`src/rtl/led_fade_sequencer.sv`:
```
// rtl/led_fade_sequencer.sv - fades LED palette and luminance values one step at a time toward captured targets
//
// Ports:
//   i_clk                     sole clock, rising edge
//   i_srst                    synchronous active-high reset
//   i_target_red/green/blue   target palette, LED k in bits [8k+7:8k]
//   i_target_lumin            target basic-LED luminance, same packing
//   i_load                    single-cycle fade request, honoured only when idle
//   o_color_led_*_value       current palette to the PWM driver
//   o_basic_led_lumin_value   current luminance to the PWM driver
//   o_busy                    high while a fade (including its done cycle) is in progress
//   o_done                    one-cycle pulse when a fade completes
module led_fade_sequencer #(
    parameter int parm_color_led_count   = 4,
    parameter int parm_basic_led_count   = 4,
    parameter int parm_FCLK              = 40_000_000,
    parameter int parm_step_milliseconds = 2
) (
    input  logic                              i_clk,
    input  logic                              i_srst,
    input  logic [8*parm_color_led_count-1:0] i_target_red,
    input  logic [8*parm_color_led_count-1:0] i_target_green,
    input  logic [8*parm_color_led_count-1:0] i_target_blue,
    input  logic [8*parm_basic_led_count-1:0] i_target_lumin,
    input  logic                              i_load,
    output logic [8*parm_color_led_count-1:0] o_color_led_red_value,
    output logic [8*parm_color_led_count-1:0] o_color_led_green_value,
    output logic [8*parm_color_led_count-1:0] o_color_led_blue_value,
    output logic [8*parm_basic_led_count-1:0] o_basic_led_lumin_value,
    output logic                              o_busy,
    output logic                              o_done
);

    localparam int c_step_cycles = parm_FCLK / 1000 * parm_step_milliseconds;
    localparam int c_nc          = parm_color_led_count;
    localparam int c_chan        = 3 * parm_color_led_count + parm_basic_led_count;
    localparam int c_cnt_w       = (c_step_cycles > 1) ? $clog2(c_step_cycles) : 1;
    localparam logic [c_cnt_w-1:0] c_reload = c_cnt_w'(c_step_cycles - 1);

    typedef enum logic [1:0] {IDLE, FADE, DONE} state_t;

    state_t               state;
    logic [c_cnt_w-1:0]   step_cnt;
    // All channels are kept in one flat vector: red, green, blue, lumin from LSB up.
    logic [8*c_chan-1:0]  cur;
    logic [8*c_chan-1:0]  tgt;
    logic [8*c_chan-1:0]  stepped;

    // Each channel moves by one toward its target; equal channels stay put,
    // so no channel can wrap past 0 or 255.
    always_comb begin
        stepped = cur;
        for (int i = 0; i < c_chan; i++) begin
            if (cur[8*i +: 8] < tgt[8*i +: 8]) begin
                stepped[8*i +: 8] = cur[8*i +: 8] + 8'd1;
            end else if (cur[8*i +: 8] > tgt[8*i +: 8]) begin
                stepped[8*i +: 8] = cur[8*i +: 8] - 8'd1;
            end
        end
    end

    always_ff @(posedge i_clk) begin
        if (i_srst) begin
            state    <= IDLE;
            step_cnt <= c_reload;
            cur      <= '0;
            tgt      <= '0;
            o_busy   <= 1'b0;
            o_done   <= 1'b0;
        end else begin
            case (state)
                IDLE: begin
                    if (i_load) begin
                        tgt      <= {i_target_lumin, i_target_blue, i_target_green, i_target_red};
                        step_cnt <= c_reload;
                        state    <= FADE;
                        o_busy   <= 1'b1;
                    end
                end
                FADE: begin
                    // Arrival wins over a step due on the same cycle.
                    if (cur == tgt) begin
                        state  <= DONE;
                        o_done <= 1'b1;
                    end else if (step_cnt != '0) begin
                        step_cnt <= step_cnt - 1'b1;
                    end else begin
                        step_cnt <= c_reload;
                        cur      <= stepped;
                    end
                end
                DONE: begin
                    state  <= IDLE;
                    o_done <= 1'b0;
                    o_busy <= 1'b0;
                end
                default: begin
                    state  <= IDLE;
                    o_done <= 1'b0;
                    o_busy <= 1'b0;
                end
            endcase
        end
    end

    assign o_color_led_red_value   = cur[0*8*c_nc +: 8*c_nc];
    assign o_color_led_green_value = cur[1*8*c_nc +: 8*c_nc];
    assign o_color_led_blue_value  = cur[2*8*c_nc +: 8*c_nc];
    assign o_basic_led_lumin_value = cur[3*8*c_nc +: 8*parm_basic_led_count];

endmodule

```
`config.mk`:
```
export PLATFORM = sky130hd
export DESIGN_NAME = led_fade_sequencer
export DESIGN_NICKNAME = d
export VERILOG_FILES = /design/src/rtl/led_fade_sequencer.sv
export SDC_FILE = /design/constraint.sdc
export NUM_CORES = 1
export LEC_CHECK = 0
export CAP_MARGIN = 10
export CORE_MARGIN = 5
export CORE_UTILIZATION = 50
export DETAILED_ROUTE_END_ITERATION = 16
export DONT_BUFFER_PORTS = 1
export SLEW_MARGIN = 10
export SYNTH_ARGS = -nofsm -noshare
export SYNTH_HDL_FRONTEND = slang
export SYNTH_SLANG_ARGS = --single-unit
```
`constraint.sdc`:
```
create_clock -name i_clk -period 3.6 [get_ports i_clk]
set_input_delay 0.36 -clock i_clk [delete_from_list [all_inputs] [get_ports i_clk]]
set_output_delay 0.36 -clock i_clk [all_outputs]
set_load 0.01 [all_outputs]
```
==> results of run 1 <==
-- placed cells by master (no fill, tap or decap), types with 32 or more instances in the layout --
| cell type | netlist | routed |
|---|---|---|
| nand2_1 | 285 | 285 |
| dfxtp_1 | 277 | 269 |
| a21oi_1 | 268 | 266 |
| ha_1 | 225 | 225 |
| nor2_1 | 204 | 198 |
| dlygate4sd3_1 | 0 | 158 |
| inv_1 | 158 | 154 |
| buf_4 | 0 | 108 |
| mux2i_1 | 96 | 96 |
| xnor2_1 | 90 | 90 |
| o21ai_0 | 66 | 66 |
| clkbuf_16 | 0 | 38 |
| nand4_1 | 33 | 33 |
| a21o_1 | 32 | 32 |
-- worst reg2reg max path, stage by stage (launching register included) --
cell and delay [ps]:
dfxtp_1 350, or4_4 580, or4_4 510, or4b_4 530
a211oi_4 180, buf_4 160, buf_12 160, o21ai_4 130
mux2i_1 190, nor2_1 60, dlygate4sd3_1 560
-- metal layers --
layer	track usage, %	part of all wire, %	wire, um
met3	6.35	6.6	3040
met1	28.3	43	19500
met2	40.4	47	21600
met4	9.17	3.5	1620
met5	0	0	0
-- worst paths after layout --
path	start	end	slack, ps	cells after the start
worst max-delay path	step_cnt[4]	cur[86]	70	10
worst min-delay path	i_target_blue[27]	tgt[91]	30	2
worst max register to register	step_cnt[4]	cur[86]	70	10
worst min register to register	tgt[47]	tgt[47]	450	2
-- flip-flops by register name (all words and copies together) (netlist names) --
register  flops
cur         128
tgt         128
step_cnt     17
state         2
o_busy        1
o_done        1
-- layout make-up --
class,instances,share of cell area [%]
Antenna cell,5,0.0591
Clock buffer,50,4.89
Clock inverter,12,0.692
Inverter,158,2.80
Multi-Input combinational cell,1546,50.8
Sequential cell,277,26.2
Tap cell,448,2.65
Timing Repair Buffer,271,11.8
-- repair_timing --
item                                    4_1_cts  5_1_grt
hold endpoints to repair                    258        0
endpoints found under the setup margin        0       44
setup buffers                                 0        5
resized for setup                             0       40
hold buffers                                159        0
-- where the power goes --
group	switching, mW	internal (mW)
Combinational	0.825	0.652
Sequential	0.0472	3.16
Clock	1.37	2.22
Total	2.25	6.03
-- cells by family (layout without fill, tap and decap cells) --
| group | after synthesis | after routing | share of synthesized area (%) |
|---|---|---|---|
| xor gates and xnor gates | 109 | 109 | 5.61 |
| and+or+nand+nor | 632 | 632 | 16.3 |
| muxes | 112 | 112 | 6.71 |
| AOI/OAI and AO/OA | 452 | 452 | 15.3 |
| buffers and inverters | 223 | 491 | 4.97 |
| other | 0 | 5 | 0 |
| adders and majority gates | 241 | 241 | 18.4 |
| DFF | 277 | 277 | 32.6 |
-- Yosys cell counts --
library cell / instances / share of area (%)
inv_1: 158 / 3.5
a21oi_1: 268 / 7.9
a2111oi_0: 7 / 0.36
and3_1: 1 / 0.037
xnor2_1: 90 / 4.6
clkbuf_1: 62 / 1.4
fa_1: 16 / 1.9
nor3_1: 18 / 0.53
and4_1: 2 / 0.10
buf_6: 1 / 0.066
o31ai_1: 3 / 0.13
o211ai_1: 16 / 0.71
nor2_1: 204 / 4.5
a2bb2oi_1: 1 / 0.052
nand4_1: 33 / 1.2
or4_1: 2 / 0.088
or2_1: 1 / 0.037
nor2b_1: 20 / 0.74
mux2i_1: 96 / 5.7
or2_2: 22 / 0.81
or4_4: 2 / 0.13
a211oi_4: 1 / 0.12
o21bai_1: 21 / 0.93
nand3b_1: 1 / 0.044
nand2_4: 8 / 0.53
nand2_1: 285 / 6.3
or4b_4: 1 / 0.081
o31a_1: 1 / 0.052
a211oi_1: 15 / 0.66
nor3b_1: 1 / 0.044
or3b_2: 1 / 0.052
o21ai_2: 8 / 0.41
ha_1: 225 / 17
nor4_1: 8 / 0.29
mux2_2: 16 / 1.1
dfxtp_1: 277 / 33
o41ai_1: 13 / 0.67
nand2b_1: 1 / 0.037
buf_1: 2 / 0.044
or3_1: 20 / 0.74
and2_1: 1 / 0.037
a21o_1: 32 / 1.4
o21ai_0: 66 / 1.9
xor2_1: 19 / 0.98
==> results.md, run 1 <==
* Critical path required time at 4020 ps
* CTS buffer count at 35
* Final Max Slew Viols at 0
* Post-DR vias/cell at 5.34
* Initial antenna violation count at 4
* Core ar. at 0.0335 mm2
* Most used cell, CP: or4_4
* # rows at 67
* Routed Antenna Nets at 0
* Iter 0 DRT Violations at 534
* Area delta synth->final at 24.5%
* Critical Path Max Stage Delay at 580 ps
* Die H at 194 um
* Minimum clock period at 3530 ps
* Routed WL at 45700 um
* First-pass DRT Iterations at 7
* Worst slew margin at 37.7%
* CP endpoint kind: flip-flop
* Vias in the first global route at 15000
* Layout cells sized above 1 at 11.2%
* Number of fill cells at 3000
* CTS sink cnt at 277
* DP HPWL at 32300 um
* Startpoint types: flip-flop
* Clock-pin slew on the worst setup and hold paths at 60 ps
* Finished Layout Cells at 2767
* Clock skew at 16.3 ps
* Synth Register Bits at 277
* Total power at 8.27 mW
* Sum of negative setup slack at 0 ps
* Total gr overflow at 0
* GR Util All Layers at 23.6%
* CTS Buffer Depth at 3
* # IOs at 261
* Sequential-to-total area share from yosys stat at 32.6%
* DP Worst Slack at 105 ps
* Placed cell count at 2535
* Pleak at 10.0 nW
* Yosys warns at 0
* Unrepaired setup endpoints after global routing: false
* Outcome: finished clean
* Die footprint at 0.0378 mm2
* VDD IR-drop max at 0.000382 V
* Initial Util at 50.7%
* GPL Wtd Cong at 0.878
* Residual DRC at 0
* Critical path class: reg2reg
* Worst Path Arrival at 3940 ps
* Fin worst setup slack at 71.2 ps
* Netlist cell types at 44
* CP Cell Sequence: or4_4 > or4_4 > or4b_4 > a211oi_4 > buf_4 > buf_12 > o21ai_4 > mux2i_1 > nor2_1 > dlygate4sd3_1
* Mapped Area at 0.0170 mm2
* Nets at 2661
* Worst path slowest cell: or4_4
* H-tree Lvls at 2
* Final core utilization at 63.1%
* Final hold vios at 0
* Fin Hold WS at 28.7 ps
* Critical path buffer and inverter count at 3
* WL/cell at 16.5 um
* Final setup vio count at 0
* Power per Cell Area at 391 mW/mm2
* Port Buf Inserts at 0
* Area taken by multi-input logic gates at 0.0108 mm2
* TritonCTS clock tree: built
* F_max at 283 MHz
* Hold crit path type: in2reg
* Max Cap Viol at 0
* Final period util at 98.0%
* Critical path's top delay family: simple AND/OR/NAND/NOR gates
* Final Cell Area at 0.0212 mm2
* Syn Area/Cell at 8.31 um2
* Sequential Area at 0.00556 mm2
* Mapped Cells at 2046
* Worst Path Max Fanout at 7
* Worst-skew pair later-pin latency at 530 ps
* Via Count at 14800
* Root buf cell: clkbuf_16
* Dpl cell area at 0.0182 mm2
* Die span in x at 194 um
* Worst slew pin tran at 935 ps
* Syn nets at 2418
* Largest net degree at the start of global routing at 189
* First-pass GRT wire length at 74900 um
(Power assumes the default switching activity.)
==> run 2, diff against run 1 <==
DONT_BUFFER_PORTS = default   (was 1)
PLACE_DENSITY = 0.75   (was default)
==> run 2 against run 1 <==
Compared with the run above: global-route usage is 0.99 points lower; core utilization is 0.87 points higher; cell count is 0.36% higher; count of clock-buffer cells in the layout is 5 higher; flip-flop and latch count stayed put; clock skew hardly changed; critical endpoint is now cur[55]; critical path type unchanged; non-clock buffer count is 15 higher; power is 0.15% lower.
==> results.md, run 2 (synthesized netlist as in run 1, its figures left out) <==
* Logic pwr share at 17.9% (was 17.8%)
* Clock skew at 16.6 ps (was 16.3 ps)
* Vias in the first global route at 14800 (was 15000)
* Layout cells sized above 1 at 7.34% (was 11.2%)
* Worst-skew pair later-pin latency at 520 ps (was 530 ps)
* Final Max Slew Viols at 0 (unchanged)
* Nets at 2676 (was 2661)
* Final hold vios at 0 (unchanged)
* Core ar. at 0.0335 mm2 (unchanged)
* Area taken by multi-input logic gates at 0.0107 mm2 (was 0.0108 mm2)
* Iter 0 DRT Violations at 531 (was 534)
* Clock-pin slew on the worst setup and hold paths at 60 ps (about the same)
* Initial antenna violation count at 1 (was 4)
* Die footprint at 0.0378 mm2 (unchanged)
* WL/cell at 16.1 um (was 16.5 um)
* Final Cell Area at 0.0215 mm2 (was 0.0212 mm2)
* Die span in x at 194 um (unchanged)
* Residual DRC at 0 (unchanged)
* Post-CTS Setup Bufs at 0 (unchanged)
* Power per Cell Area at 385 mW/mm2 (was 391 mW/mm2)
* CTS buffer count at 35 (unchanged)
* H-tree Lvls at 2 (unchanged)
* Largest registers: cur (128), tgt (128), step_cnt (17) (unchanged)
* Worst Reg2Reg Path Length in Cells at 13 (was 10)
* Outcome: finished clean (unchanged)
* TritonCTS clock tree: built (unchanged)
* Area delta synth->final at 26.2% (was 24.5%)
* Sum of negative setup slack at 0 ps (unchanged)
* Sequential Area at 0.00556 mm2 (about the same)
* Via Count at 15000 (was 14800)
* Largest net degree at the start of global routing at 115 (was 189)
* Critical path class: reg2reg (unchanged)
* Routed WL at 44800 um (was 45700 um)
* Die H at 194 um (unchanged)
* Hold crit path type: in2reg (unchanged)
* Dpl cell area at 0.0202 mm2 (was 0.0182 mm2)
* Sw Share at 26.8% (was 27.2%)
* Final period util at 95.1% (was 98.0%)
* Minimum clock period at 3420 ps (was 3530 ps)
* F_max at 292 MHz (was 283 MHz)
* Sequential Power Share at 38.8% (was 38.7%)
* First-pass GRT wire length at 72800 um (was 74900 um)
* GPL Wtd Cong at 0.874 (was 0.878)
* VDD IR-drop max at 0.000364 V (was 0.000382 V)
* Pleak at 9.70 nW (was 10.0 nW)
* CTS Buffer Depth at 3 (unchanged)
* Fin Hold WS at 398 ps (was 28.7 ps)
* Number of fill cells at 2868 (was 3000)
* Worst Path Max Fanout at 8 (was 7)
* # rows at 67 (unchanged)
* DP HPWL at 32800 um (was 32300 um)
* Total power at 8.26 mW (was 8.27 mW)
* Clock power frac at 43.3% (was 43.4%)
* N_diodes at 0 (was 5)
* Critical path required time at 4040 ps (was 4020 ps)
* Startpoint types: flip-flop (unchanged)
* Hold Path Depth at 3 (was 2)
* Worst slew margin at 47.2% (was 37.7%)
* CTS Hold Bufs at 0 (was 159)
* Total gr overflow at 0 (unchanged)
* Max Cap Viol at 0 (unchanged)
* # IOs at 261 (unchanged)
* CP endpoint kind: flip-flop (unchanged)
* Post-DR vias/cell at 5.39 (was 5.34)
* Root buf cell: clkbuf_16 (unchanged)
* Initial Util at 50.7% (unchanged)
* P_sw at 2.22 mW (was 2.25 mW)
* Commonest non-fill, non-tap cell in the layout: nand2_1 (unchanged)
* Port Buf Inserts at 260 (was 0)
* Routed Antenna Nets at 0 (unchanged)
* Worst slew pin tran at 792 ps (was 935 ps)
* GR Util All Layers at 22.6% (was 23.6%)
* Worst Path Arrival at 3870 ps (was 3940 ps)
* Int Pwr at 6.04 mW (was 6.03 mW)
* Final setup vio count at 0 (unchanged)
* CTS sink cnt at 277 (unchanged)
* Most frequent cells in the layout: nand2_1 (285), a21oi_1 (268), dfxtp_1 (266) (was nand2_1 (285), dfxtp_1 (269), a21oi_1 (266))
* First-pass DRT Iterations at 4 (was 7)
-- run 2: cell types whose count changed in the layout (fill, tap and decap cells not counted), sizes merged --
cell           delta
clkinv            -2
bufinv            -1
clkbuf            +5
diode             -5
dlygate4sd3     -158
clkinvlp          -2
clkdlybuf4s50   +259
buf              -86
-- run 2: final timing paths --
path / to / slack [ps] / start
worst max-delay path: cur[55] / 180 / cur[49]
worst min-delay path: tgt[52] / 400 / i_target_green[20]
worst max register to register: cur[55] / 180 / cur[49]
worst min register to register: tgt[61] / 450 / tgt[61]
-- run 2: worst max-delay path, stage by stage, from the launching register on --
cell,delay [ps]
dfxtp_2,350
ha_1,310
nor2b_1,140
o211ai_1,160
a21oi_1,120
or2_2,400
ha_1,310
a21o_1,190
a211oi_1,220
nor2_1,100
o41ai_2,240
mux2_2,380
or3_1,300
a21oi_1,140
-- run 2: layer usage --
layer  wire [um]  track usage, %  vias to the layer above
li1            -               -                     7530
met1       19700            28.2                     7018
met2       21200            38.9                      332
met3        2390            4.64                       84
met4        1480            7.99                        2
met5          13               0                        -
-- run 2: final cells by class --
type | instances | area share [%]
clock inverter | 7 | 0.408
timing repair buffer | 286 | 13.2
inverter | 158 | 2.76
sequential | 277 | 25.9
clock buffer | 55 | 5.10
multi-input combinational | 1546 | 50.0
tap | 448 | 2.61
-- run 2: power groups by stage --
| stage | clock [mW] | combinational, mW | sequential (mW) |
|---|---|---|---|
| global placement | 0 | 1.40 | 3.27 |
| finish | 3.57 | 1.48 | 3.20 |
| CTS | 3.65 | 1.47 | 3.20 |
| detailed placement | 0 | 1.46 | 3.27 |
| global route | 3.78 | 1.66 | 3.21 |
| floorplan | 0 | 1.04 | 3.26 |
-- run 2: timing repair --
action	4_1_cts	5_1_grt
endpoints found under the hold margin	0	0
setup endpoints to repair	0	13
gates resized for setup	0	33
-- run 2: through the flow --
step           util [%]  setup WS [ps]  instances
4_1_cts            63.6           37.0       2777
3_3_place_gp       60.1            175       2715
3_5_place_dp       60.1           40.0       2715
6_report           64.0            177       2777
2_1_floorplan         -            288       2046
5_1_grt            64.0         -0.650       2777
